**src/rtl/traffic_timer.sv**
```systemverilog
// traffic_timer: start-button debounce/enable pulse plus phase tick counter; optional hold input via TRAFFIC_TIMER_HOLD_EN
module traffic_timer #(
  parameter int TICK_DIV   = 50000000,
  parameter int PRESC_W    = 26,
  parameter int CNT_MAX    = 27,
  parameter int DEB_CYCLES = 16,
  parameter int DEB_W      = 5
) (
  input  logic       clk,
  input  logic       rst_n,
  input  logic       start_btn,
  input  logic       enable_sig,
`ifdef TRAFFIC_TIMER_HOLD_EN
  input  logic       hold,
`endif
  output logic       enable,
  output logic [4:0] counter_24,
  output logic       tick,
  output logic       cycle_done
);
  logic               s1_q, s2_q;
  logic               db_level_q, db_level_d, db_prev_q;
  logic [DEB_W-1:0]   deb_cnt_q, deb_cnt_d;
  logic               enable_q, enable_d;
  logic [PRESC_W-1:0] presc_q, presc_d;
  logic [4:0]         cnt_q, cnt_d;
  logic               tick_q, tick_d, done_q, done_d;
  logic               run, wrap, deb_hit;
`ifdef TRAFFIC_TIMER_HOLD_EN
  assign run = enable_sig & ~hold;
`else
  assign run = enable_sig;
`endif
  always_comb begin
    deb_hit    = (s2_q != db_level_q) && (deb_cnt_q == DEB_W'(DEB_CYCLES - 1));
    deb_cnt_d  = (s2_q == db_level_q || deb_hit) ? '0 : deb_cnt_q + 1'b1;
    db_level_d = deb_hit ? s2_q : db_level_q;
    enable_d   = db_level_q & ~db_prev_q & ~enable_sig;
    wrap       = presc_q == PRESC_W'(TICK_DIV - 1);
    presc_d    = !enable_sig ? '0 : !run ? presc_q : wrap ? '0 : presc_q + 1'b1;
    cnt_d      = !enable_sig ? '0 : !(run && wrap) ? cnt_q :
                 (cnt_q == 5'(CNT_MAX)) ? '0 : cnt_q + 5'd1;
    tick_d     = run & wrap;
    done_d     = run & wrap & (cnt_q == 5'(CNT_MAX));
  end
  always_ff @(posedge clk) begin
    if (!rst_n) begin
      s1_q       <= 1'b0;
      s2_q       <= 1'b0;
      db_level_q <= 1'b0;
      db_prev_q  <= 1'b0;
      deb_cnt_q  <= '0;
      enable_q   <= 1'b0;
      presc_q    <= '0;
      cnt_q      <= '0;
      tick_q     <= 1'b0;
      done_q     <= 1'b0;
    end else begin
      s1_q       <= start_btn;
      s2_q       <= s1_q;
      db_level_q <= db_level_d;
      db_prev_q  <= db_level_q;
      deb_cnt_q  <= deb_cnt_d;
      enable_q   <= enable_d;
      presc_q    <= presc_d;
      cnt_q      <= cnt_d;
      tick_q     <= tick_d;
      done_q     <= done_d;
    end
  end
  assign enable     = enable_q;
  assign counter_24 = cnt_q;
  assign tick       = tick_q;
  assign cycle_done = done_q;
endmodule
```
**config.mk**
```make
export PLATFORM = sky130hd
export DESIGN_NAME = traffic_timer
export DESIGN_NICKNAME = d
export VERILOG_FILES = /design/src/rtl/traffic_timer.sv
export SDC_FILE = /design/constraint.sdc
export NUM_CORES = 1
export LEC_CHECK = 0
export ABC_CLOCK_PERIOD_IN_PS = 2770
export CORE_MARGIN = 4
export CORE_UTILIZATION = 57
export CTS_CLUSTER_SIZE = 14
export DETAILED_ROUTE_END_ITERATION = 10
export GPL_ROUTABILITY_DRIVEN = 0
export HOLD_SLACK_MARGIN = 0.08
export PLACE_DENSITY = 0.77
export SYNTH_ARGS = -nofsm -noshare
export SYNTH_HDL_FRONTEND = slang
export SYNTH_SLANG_ARGS = --single-unit
```
**constraint.sdc**
```tcl
create_clock -name clk -period 2.77 [get_ports clk]
set_input_delay 0.4155 -clock clk [delete_from_list [all_inputs] [get_ports clk]]
set_output_delay 0.4155 -clock clk [all_outputs]
set_load 0.005 [all_outputs]
```
==> impl_results.md <==
- Outcome: complete, no violations
- Final setup TNS: 0 ns
- Ys flop type: dfxtp_1
- Core area: 0.003103 sq mm
- Vias in the first global route: roughly 1600
- Multiplexer share of the synthesized area: less than 1%
- Critical path's top delay family: simple AND/OR/NAND/NOR gates
- Pwr dens: 454.5 mW/mm^2
- Grt ovf: 0
- CTS Sinks: between 40 and 50
- Clock skew: between 0.01 and 0.015 ns
- Antenna-violating nets left: 0
- Hold Path Class: reg2reg
- Design area: about 0.0021 sq mm
- Largest family of logic cells by synthesized area: simple AND/OR/NAND/NOR gates
- Hold_buf cts: 0
- Worst path cell trace: or4b_1 -> or4_1 -> or4_1 -> a21oi_1
- Reg area: between 800 and 900 sq um
- Filler Cell Count: around 280
- Sequential share of power: about two thirds
- Standard-cell rows: 20
- Post-CTS Setup Bufs: 0
- Unrepaired setup endpoints after global routing: false
- Sw Share: a little under a quarter
- Clock network power share: between 30% and 40%
- Via-to-Cell Ratio: 5.981
- Startpoint Class: flip-flop
- Number of max-cap violations: 0
- XOR/XNOR Fraction of Synth Area: approximately 6.6%
- Cell repeated most along the worst path: or4_1
- Total number of vias: 1597
- P_leak: approximately 0.66 nW
- Setup slack at placement: 0.4885 ns
- Setup crit end kind: flip-flop
- Int Pwr: around 730 uW
- # port buffers: 11
- WP buf/inv: 0
- CTS Buffer Depth: 2
- Combinational share of power: about 2.1%
- Layout net count: 230
- #FFs+latches synth: 43
- Clock Pin Slew Worst Setup and Hold Paths: between 0.1 and 0.15 ns
- P_sw: approximately 210 uW
- Pin count of the biggest net entering global routing: 26
- Worst Hold Margin: roughly 0.39 ns
- All-layer global routing usage: about a fifth
- Crit-path max FO: 7
- Post-synth ARST share: 0%
- Root buf cell: clkbuf_4
- Synth Warn #: 0
- CP peak stage delay: ~0.64 ns
- Wirelength, routed: 3.798 mm
- Distinct cells, synth: 34
- PostCTS Resize Cnt: 0
- Post-synth net total: ~220
- Drt wl/cell: between 10 and 15 um
- Post-Layout Cell Count: around 270
- Synth Instances: between 200 and 250
- Worst slew margin: 65.74%
- Avg Cell Area, Syn: between 8 and 9 sq um
- Seq/Total Area, Yosys: roughly 46%
- Crit path kind: reg2reg
- Chip Width: approximately 65 um
- Final hold viol count: 0
- Post-synthesis cell area: about 0.0019 sq mm
- CTS Buf Count: 5
- Number of flops mapped to enable cells by yosys: 0
- Maximum vdd drop: 0.2663 mV
- Area delta synth->final: 11.14%
- Clock latency at the later pin of the worst-skew pair: around 0.36 ns
- DRT iter0 DRCs: around 180
- Max Fclk: 0.4310 GHz
- CTS tree: done
- Reg2reg setup slack: between 0.4 and 0.5 ns
- Placed cell area: between 0.002 and 0.0025 sq mm
- Die height: ~65 um
- Dpl hpwl: roughly 2.7 mm
- Setup WS post-layout: around 0.45 ns
- Final Cycle Share: 83.76%
- Crit path max-delay cell type: or4_1
- Final Core Density: 66.77%
- First-pass GRT wire length: between 6 and 7 mm
- DIE AREA: around 0.0042 sq mm
- Starting Density: roughly three fifths
- Footprint of the multi-input gates: approximately 940 sq um
- Ports: 12
- Fraction of layout cells with a size suffix above 1: a little under 7%
- Htree depth: 2
- Antenna Cells: 0
- Least-Margin Pin Slew: between 0.5 and 0.6 ns
- Critical Path RT: approximately 3.1 ns
- Worst Path Arrival: 2.62 ns
- Number of remaining DRC errors: 0
- Post-synthesis simple-gate area fraction: between 20% and 30%
- Crit path time final: between 2 and 2.5 ns
- Slew Viols, Final: 0
- Initial antenna violation count: 0
- Total power: ~940 uW
- Placed Cells: 259
- Post-Synth Adder-Cell Area: 2.685%
- Compound-gate portion of the synthesized area: roughly an eighth
- Setup Viol. Count Final: 0
- Drt first pass iters: 5
-- worst reg2reg max path, cell delays in order (launching register included) --
cell and delay, ns:
dfxtp_1 0.37, or4b_1 0.56, or4_1 0.64, or4_1 0.56
a21oi_1 0.15
-- layer usage --
layer	wire, um	global-route usage, %	vias to the layer above
met1	1608	20.84	764
met3	206	4.444	7
met4	73	12.69	0
met5	0	0	-
li1	-	-	781
met2	1910	34.77	45
-- cell families after synthesis --
group,after synthesis
fa+ha+maj,4
buf+inv,16
simple gates,94
mux,1
flops,43
xor+xnor,14
compound gates,38
-- cells in the final DEF (no fill, tap or decap) --
cell             count
mux2i_1              1
dfxtp_1             43
clkdlybuf4s50_1     11
o41ai_1              2
nor2_1              19
nor2b_1              1
nand2b_1             2
clkbuf_1             1
o21ai_0              9
o31ai_1              7
nand2_1             11
ha_1                 4
buf_4                4
inv_1                6
and3_1               5
a21oi_1             19
nand3b_1             1
or3_2                1
nor4_1               2
clkinv_2             1
nand3_1             11
and2_1               5
nor3_1               1
or3_1                6
nor3b_1              2
a21o_1               1
or4b_2               2
and4_1               2
clkbuf_4             5
nand4b_1             2
or4_1                9
and4_2               1
xnor2_1              3
nand4_1             10
xor2_1              11
or4b_1               1
clkinvlp_4           1
-- synth_stat cells, types with 3 or more instances --
master | instances | area share (%)
ha_1 | 4 | 2.7
dfxtp_1 | 43 | 46
and3_1 | 5 | 1.7
or3_1 | 6 | 2.0
o21ai_0 | 9 | 2.4
clkbuf_1 | 6 | 1.2
a21oi_1 | 19 | 5.1
nor2_1 | 19 | 3.8
nand4_1 | 10 | 3.4
xor2_1 | 11 | 5.2
nand3_1 | 11 | 3.0
o31ai_1 | 7 | 2.8
inv_1 | 6 | 1.2
and2_1 | 5 | 1.7
nand2_1 | 11 | 2.2
xnor2_1 | 3 | 1.4
buf_2 | 3 | 0.81
or4_1 | 9 | 3.6
-- worst paths after layout --
kind,cells after the start,from,to
setup reg to reg,4,presc_q[16],counter_24[4]
hold / removal,1,db_prev_q,enable
setup / recovery,4,presc_q[16],counter_24[4]
hold reg to reg,1,db_prev_q,enable
-- area by class of cell --
cell class / instances / area share, %
Timing Repair Buffer: 15 / 6.763
Tap cell: 44 / 2.657
Inverter: 6 / 1.087
Clock inverter: 2 / 0.6039
Sequential cell: 43 / 41.55
Multi-Input combinational cell: 151 / 45.35
Clock buffer: 6 / 1.993
-- sequential cells by signal, indices dropped and copies added, names as in the netlist --
register    count
presc_q        26
counter_24      5
deb_cnt_q       5
cycle_done      1
db_level_q      1
db_prev_q       1
enable          1
s1_q            1
s2_q            1
tick            1
-- power groups by stage --
stage	combinational [mW]	clock, mW	sequential [mW]
3_5_place_dp	0.0197	0	0.637
4_1_cts	0.0199	0.305	0.623
5_1_grt	0.0218	0.334	0.624
6_report	0.0195	0.299	0.623
2_1_floorplan	0.0114	0	0.637
3_3_place_gp	0.0187	0	0.637
Power figures use the tool's default switching activity.
==> RTL edit (config.mk and constraints unchanged) <==
Build with the macro `TRAFFIC_TIMER_HOLD_EN` defined.
--- a/src/rtl/traffic_timer.sv
+++ b/src/rtl/traffic_timer.sv
@@ -1,4 +1,6 @@
 // traffic_timer: start-button debounce/enable pulse plus phase tick counter; optional hold input via TRAFFIC_TIMER_HOLD_EN
+`define TRAFFIC_TIMER_HOLD_EN
+
 module traffic_timer #(
   parameter int TICK_DIV   = 50000000,
   parameter int PRESC_W    = 26,
Ports: changed (added hold); port bits go from 12 to 13. No check against the original RTL was run, so the function may have changed too.
==> RTL edit against the unedited design <==
Routed wire length is 10% higher; sequential cell count unchanged; critical path depth up 1; worst setup slack improved by 200 ps; design area increased by 7.7%; power rose by 0.18%; synthesized area increased by 6.9%; non-clock buffer count rose by 3.
==> RTL edit: results (changes against the unedited design) <==
- Result of the run: completed (unchanged)
- The critical path's slowest cell is dfxtp_1 (was or4_1).
- Sum Neg Setup Slack: 0 ps (unchanged)
* Number of vias in the routed layout: 1745 (was 1597)
- The later pin in the worst-skew pair is clocked with a latency of 350 ps.
* Inserted Clock Buffers: 5 (unchanged)
- The number of global-route vias before repair was 1603 (was 1585).
- The largest register by flop count was presc_q (unchanged).
- Kind of cell adding the most delay to the critical path: simple AND/OR/NAND/NOR gates (unchanged)
* Int Power: 0.000729 W (was 0.000727 W)
- Drt first pass iters: 5 (unchanged)
* Syn Nets: 233 (was 218)
- The antenna diode count is 0 (unchanged).
- The placement-stage worst setup slack was 310 ps (was 489 ps).
- The worst ir drop on vdd was 0.000293 V (was 0.000266 V).
- The synthesis warning total was 0 (unchanged).
* Worst-case clock skew: 12.7 ps (was 14.1 ps)
- Share of async-settable or async-resettable flops after synthesis: 0 (unchanged)
- The maximum cell stage delay along the critical path is 520 ps (was 640 ps).
- The clock transition at the registers of the reported paths is 130 ps (about the same).
- The worst hold-check path type was register to register (unchanged).
- Number of levels in the clock H-tree: 2 (unchanged)
- The initial antenna violation count was 0 (unchanged).
- Most numerous cell types in the synthesized netlist: 43 x dfxtp_1, 19 x nor2_1, 16 x a21oi_1 (was 43 x dfxtp_1, 19 x a21oi_1, 19 x nor2_1)
- The count of nets after finishing is 251 (was 230).
- IO buf count: 12 (was 11)
- The sequential area share after synthesis was 0.432 (was 0.462).
- Worst slew margin: 0.731 (was 0.657)
* P_leak: 0.720 nW (was 0.658 nW)
* CTS Buffer Depth: 2 (unchanged)
* Post-detail-place hpwl: 3060 um (was 2700 um)
- Synth top area cells: dfxtp_1 43%, a21oi_1 4.0%, nor2_1 3.6% (was dfxtp_1 46%, xor2_1 5.2%, a21oi_1 5.1%)
- The global-route wire length before repair came to 7070 um (was 6510 um).
- Initial DRC count: 131 (was 175)
- The distinct cell type count of the synthesized netlist is 42 (was 34).
- The peak fanout along the critical path is 8 (was 7).
* CTS root buf: clkbuf_4 (unchanged)
- Gr usage total: 0.204 (was 0.197)
* Pin count of the biggest net entering global routing: 14 (was 26)
* Number of flip-flops under the largest register name: 26 (unchanged)
- The total length of routed wires came to 4180 um (was 3800 um).
- Layout cell share with drive strength beyond 1: 0.0909 (was 0.0673)
[RTL edit: area by class of cell]
type / count / area, sq um
Inverter: 4 / 15.0
Sequential cell: 43 / 861
Clock buffer: 5 / 37.5
Timing Repair Buffer: 18 / 165
Tap cell: 46 / 57.6
Multi-Input combinational cell: 169 / 1080
Fill cell: 315 / 1130
Clock inverter: 3 / 15.0
[RTL edit: worst paths after layout]
path              start            end  slack, ps  cells after the start
max          presc_q[1]  counter_24[0]        650                      5
min           db_prev_q         enable        400                      1
max reg2reg  presc_q[1]  counter_24[0]        650                      5
min reg2reg   db_prev_q         enable        400                      1
[RTL edit: routing by layer]
metal,vias up,track usage,wire length [um],share of wire
met2,59,0.346,2040,0.49
met5,-,0,0,0
met4,0,0.104,67,0.016
met3,6,0.0366,260,0.062
met1,813,0.247,1810,0.43
li1,867,-,-,-
[RTL edit: logic make-up (layout without fill, tap and decap cells)]
kind of cell	after synthesis	count (layout)	synth area share
buf+inv	11	30	0.0257
xor+xnor	12	12	0.0527
compound gates	42	42	0.126
fa+ha+maj	5	5	0.0314
mux	3	3	0.0151
flops	43	43	0.432
simple gates	107	107	0.317
[RTL edit: through the flow]
step / util / cells / area (sq um)
3_5_place_dp: 0.648 / 280 / 2180
3_3_place_gp: 0.648 / 280 / 2180
2_1_floorplan: - / 223 / 1990
5_1_grt: 0.664 / 288 / 2230
6_report: 0.664 / 288 / 2230
4_1_cts: 0.664 / 288 / 2230
[RTL edit: power by group through the flow]
stage / sequential, W / clock (W) / combinational, W
CTS: 0.000622 / 0.000296 / 0.0000310
global placement: 0.000636 / 0 / 0.0000299
floorplan: 0.000636 / 0 / 0.0000151
detailed placement: 0.000636 / 0 / 0.0000309
global route: 0.000623 / 0.000328 / 0.0000340
finish: 0.000622 / 0.000291 / 0.0000307
